`config.mk`:
```
export PLATFORM = sky130hd
export DESIGN_NAME = otter_ir_pipeline_chain
export DESIGN_NICKNAME = d
export VERILOG_FILES = /design/src/rtl/otter_ir_pipeline_chain.sv
export SDC_FILE = /design/constraint.sdc
export NUM_CORES = 1
export LEC_CHECK = 0
export ABC_AREA = 1
export CELL_PAD_IN_SITES_DETAIL_PLACEMENT = 1
export CELL_PAD_IN_SITES_GLOBAL_PLACEMENT = 1
export CORE_MARGIN = 10
export CORE_UTILIZATION = 30
export DETAILED_ROUTE_END_ITERATION = 6
export GPL_TIMING_DRIVEN = 0
export PLACE_DENSITY_LB_ADDON = 0.1
export SLEW_MARGIN = 20
export SYNTH_ARGS = -nofsm -noshare
export SYNTH_HDL_FRONTEND = slang
export SYNTH_SLANG_ARGS = --single-unit
```
`constraint.sdc`:
```
create_clock -name CLK -period 1.95 [get_ports CLK]
set_clock_uncertainty 0.1 [all_clocks]
set_input_delay 0.195 -clock CLK [delete_from_list [all_inputs] [get_ports CLK]]
set_output_delay 0.195 -clock CLK [all_outputs]
set_load 0.05 [all_outputs]
```
`src/rtl/otter_ir_pipeline_chain.sv`:
```
// otter_ir_pipeline_chain
// Producer side of the OTTER per-stage instruction registers. Owns the PC,
// the single-outstanding instruction-fetch handshake and the DEC/EXE/MEM/WB
// IR pipeline. Redirects and CLEAR flush DEC/EXE; STALL holds PC and DEC and
// injects a bubble into EXE. Bubbles always carry NOP_IR with VALID low.
//
// Ports:
//   CLK, RST_N            clock, asynchronous active-low reset
//   PC_SOURCE             next-PC select (0 PC+4, 1 JALR, 2 BRANCH, 3 JAL,
//                         4 MTVEC, 5 MEPC, 6/7 as 0)
//   JALR_ADDR..MEPC       redirect targets
//   CLEAR, STALL          flush younger stages / load-use hold
//   IMEM_REQ, IMEM_ADDR   fetch request and address (address = PC)
//   IMEM_RDATA/VALID      fetch response for the oldest outstanding request
//   *_IR, *_PC, *_VALID   stage instruction registers, PCs, valid flags
module otter_ir_pipeline_chain #(
  parameter logic [31:0] RESET_VEC = 32'h0000_0000,
  parameter logic [31:0] NOP_IR    = 32'h0000_0013
) (
  input  logic        CLK,
  input  logic        RST_N,
  input  logic [2:0]  PC_SOURCE,
  input  logic [31:0] JALR_ADDR,
  input  logic [31:0] BRANCH_ADDR,
  input  logic [31:0] JAL_ADDR,
  input  logic [31:0] MTVEC,
  input  logic [31:0] MEPC,
  input  logic        CLEAR,
  input  logic        STALL,
  output logic        IMEM_REQ,
  output logic [31:0] IMEM_ADDR,
  input  logic [31:0] IMEM_RDATA,
  input  logic        IMEM_VALID,
  output logic [31:0] DEC_IR,
  output logic [31:0] EXE_IR,
  output logic [31:0] MEM_IR,
  output logic [31:0] WB_IR,
  output logic [31:0] DEC_PC,
  output logic [31:0] EXE_PC,
  output logic        DEC_VALID,
  output logic        EXE_VALID,
  output logic        MEM_VALID,
  output logic        WB_VALID
);

  typedef enum logic [1:0] {
    FETCH = 2'd0,
    WAIT  = 2'd1,
    DROP  = 2'd2
  } fetch_state_t;

  fetch_state_t state, state_nx;
  logic [31:0]  pc;
  logic         redirect;
  logic         flush;
  logic         accept;
  logic [31:0]  target;

  assign IMEM_ADDR = pc;
  // Gated by RST_N so no request is presented while reset is asserted.
  assign IMEM_REQ  = RST_N & (state != DROP);

  always_comb begin
    redirect = (PC_SOURCE >= 3'd1) && (PC_SOURCE <= 3'd5);
    flush    = redirect | CLEAR;
    accept   = (state != DROP) & IMEM_VALID;
    case (PC_SOURCE)
      3'd1:    target = {JALR_ADDR[31:1], 1'b0};
      3'd2:    target = BRANCH_ADDR;
      3'd3:    target = JAL_ADDR;
      3'd4:    target = MTVEC;
      3'd5:    target = MEPC;
      default: target = pc;
    endcase
  end

  // A response always retires the outstanding request. Without one, a flush
  // leaves the request in flight, so its eventual data must be swallowed.
  always_comb begin
    state_nx = state;
    case (state)
      DROP: begin
        if (IMEM_VALID) state_nx = FETCH;
      end
      default: begin
        if (IMEM_VALID)  state_nx = FETCH;
        else if (flush)  state_nx = DROP;
        else             state_nx = WAIT;
      end
    endcase
  end

  always_ff @(posedge CLK or negedge RST_N) begin
    if (!RST_N) begin
      state     <= FETCH;
      pc        <= RESET_VEC;
      DEC_IR    <= NOP_IR;
      EXE_IR    <= NOP_IR;
      MEM_IR    <= NOP_IR;
      WB_IR     <= NOP_IR;
      DEC_PC    <= '0;
      EXE_PC    <= '0;
      DEC_VALID <= 1'b0;
      EXE_VALID <= 1'b0;
      MEM_VALID <= 1'b0;
      WB_VALID  <= 1'b0;
    end else begin
      state     <= state_nx;
      MEM_IR    <= EXE_IR;
      MEM_VALID <= EXE_VALID;
      WB_IR     <= MEM_IR;
      WB_VALID  <= MEM_VALID;
      if (flush) begin
        if (redirect) pc <= target;
        DEC_IR    <= NOP_IR;
        DEC_PC    <= '0;
        DEC_VALID <= 1'b0;
        EXE_IR    <= NOP_IR;
        EXE_PC    <= '0;
        EXE_VALID <= 1'b0;
      end else if (STALL) begin
        EXE_IR    <= NOP_IR;
        EXE_PC    <= '0;
        EXE_VALID <= 1'b0;
      end else begin
        EXE_IR    <= DEC_IR;
        EXE_PC    <= DEC_PC;
        EXE_VALID <= DEC_VALID;
        if (accept) begin
          DEC_IR    <= IMEM_RDATA;
          DEC_PC    <= pc;
          DEC_VALID <= 1'b1;
          pc        <= pc + 32'd4;
        end else begin
          DEC_IR    <= NOP_IR;
          DEC_PC    <= '0;
          DEC_VALID <= 1'b0;
        end
      end
    end
  end

endmodule

```
==> run metrics <==
initial antenna violation count 3; syn avg cell area 8.24 um^2; Reg clk slew, reported paths 0.06 ns; row count 67; TritonCTS clock tree built; CP top delay family buffers and inverters; die area 41,600 um^2; Placed Area 15,000 um^2; first-pass GRT wire length 69,300 um; R2R Setup Slk 0.12 ns; cell chain of the critical path dlygate4sd2_1; most common cell after layout, fill and taps aside nand2_1; pin count of the biggest net entering global routing 87; failing checks hold timing; Num Clock Sinks 230; commonest non-fill, non-tap cells in the layout 285 x nand2_1, 213 x dlygate4sd2_1, 212 x dfrtp_1; final setup margin 0.0437 ns; share of cells above drive strength 1 9.87%; P&R area growth vs syn 56.2%; top area cells in the synthesized netlist dfrtp_1 54%, nand2_1 11%, nor2_1 7.0%, inv_1 5.8%, o21ai_0 3.9%; critical path required time 1.65 ns; cell taking the most area after synthesis dfrtp_1; total track usage 21.9%; port buffer count 426; CP max FO 5; Fill cells 4,009; CP startpoint kind flop; chip height 204 um; fin nets 1,899; clock buffer count from CTS 27; Worst Path Buf+Inv 1; worst skew pair latency 0.53 ns; drt first-iter violations 437; CP arrival 1.61 ns; worst-margin pin slew 0.712 ns; PwrDens 825 nW/um^2; WL final 47,500 um; Worst path slowest cell dlygate4sd2_1; grt ovf 0; Max VDD drop 0.612 mV; multi-input logic area 3620 um^2; design area 15,900 um^2; Hold WS -0.444 ns; Crit Path Class reg2out; hpwl dp 38,700 um; io pins 429; CP peak stage delay 0.64 ns; # Max-Cap Violations 0; root buf cell clkbuf_16; Slew Limit Fails 0; Ys Warns 0; fmax 0.525 GHz; pre-CTS setup slack -1.46 ns; RD Place Congestion 0.887; drt pass-1 iters 5; sequential area share after synthesis 56.8%; Residual DRC 0; vias per cell 4.66; Yosys cell types 30; Worst setup EP type primary output; Mapped Area 10,200 um^2; Die X 204 um; RSZ-0062 raised after global routing yes; Routed Antenna Nets 0; post-layout min period 1.91 ns; status finished with violations; flop and latch count out of synthesis 230; post-synth net total 1,437; H-tree levels 1; final setup fails 0; Cells after Synth 1,232; Worst Hold Class in2async; Initial Util 30.4%; overall power 13.1 mW; Final period util 97.8%; vias in the first global route 10,900; Core Region 33,400 um^2; Rel. slew slack 52.5%; WL/cell 22.0 um; vias 10,100; Synth top area share 53.7%; number of buffers on the longest clock path 3; Fin. Hold Viols 83; P_leak 8.17 nW; sequential cell area 5780 um^2
[worst paths after layout]
path / start / end / cells past startpoint
setup / recovery: IMEM_ADDR[2]$_DFFE_PN0P_ / IMEM_ADDR[2] / 1
hold / removal: RST_N / WB_IR[14]$_DFF_PN0_ / 1
setup reg to reg: IMEM_ADDR[13]$_DFFE_PN0P_ / IMEM_ADDR[20]$_DFFE_PN0P_ / 8
hold reg to reg: MEM_IR[4]$_DFF_PN1_ / WB_IR[4]$_DFF_PN1_ / 0
max in group asynchronous: RST_N / DEC_IR[1]$_DFFE_PN1N_ / 2
min in group CLK: IMEM_RDATA[4] / DEC_IR[4]$_DFFE_PN1N_ / 3
[report_power, final]
part           internal, mW  switching [mW]
Sequential             4.98           0.330
Clock                  2.77            2.00
Combinational         0.999            2.01
Total                  8.75            4.34
[per-stage QoR]
step                hold WS, ns  setup TNS (ns)  utilization (%)  std cells
floorplan                -0.201               0                -       1232
global placement          0.255        -2309.14             44.8       2106
finish                   -0.444               0             47.4       2162
global route             -0.391         -0.0271             47.4       2162
detailed placement        0.160         -193.43             45.0       2108
CTS                      -0.410               0             47.1       2156
[flip-flops by register name (all words and copies together), names as in the netlist]
| name | count |
|---|---|
| state | 2 |
| WB_IR | 32 |
| EXE_VALID | 1 |
| DEC_IR | 32 |
| WB_VALID | 1 |
| MEM_VALID | 1 |
| MEM_IR | 32 |
| EXE_IR | 32 |
| DEC_PC | 32 |
| EXE_PC | 32 |
| DEC_VALID | 1 |
| IMEM_ADDR | 32 |
[logic make-up after synthesis]
| kind of cell | share of synthesized area (%) |
|---|---|
| compound gates | 7.95 |
| xor+xnor | 0.0863 |
| fa+ha+maj | 0.616 |
| buf+inv | 8.70 |
| flops | 56.8 |
| simple gates | 25.8 |
[cell usage after synthesis]
cell type,number
dfstp_2,12
nand4_2,1
ha_1,5
or2_0,1
o31ai_2,1
buf_1,1
inv_2,5
inv_1,158
buf_2,26
o22ai_1,28
nand3b_1,4
a21boi_0,1
nand2_2,3
xor2_1,1
a21oi_1,31
or2_2,13
dfrtp_1,218
nand3_1,68
clkbuf_1,30
nand2_1,290
nor2_1,189
nand4_1,51
clkinv_1,1
a21oi_4,1
o21ai_0,80
inv_4,1
nand3_2,1
nor2_2,1
buf_4,2
o21ai_1,8
[timing repair]
| action | 4_1_cts | 5_1_grt |
|---|---|---|
| setup buffers | 2 | 4 |
| pin swaps | 3 | 3 |
| gates resized for setup | 285 | 40 |
| endpoints found under the setup margin | 393 | 155 |
| endpoints found under the hold margin | 83 | 83 |
[metal layers]
metal / share of wire [%] / up-vias / global-route usage (%)
met1: 40 / 4938 / 25.3
met3: 6.7 / 46 / 5.64
li1: - / 4813 / -
met5: 0.027 / - / 0
met4: 2.3 / 2 / 5.55
met2: 51 / 279 / 39.3
[area by class of cell]
cell class | instances | share of cell area, %
antenna | 2 | 0.0316
buffer | 58 | 2.02
clock buffer | 37 | 4.87
clock inverter | 10 | 0.450
inverter | 165 | 3.96
multi-input combinational | 778 | 22.8
sequential | 230 | 36.4
tap | 448 | 3.53
timing repair buffer | 434 | 25.9
(Power assumes the default switching activity.)
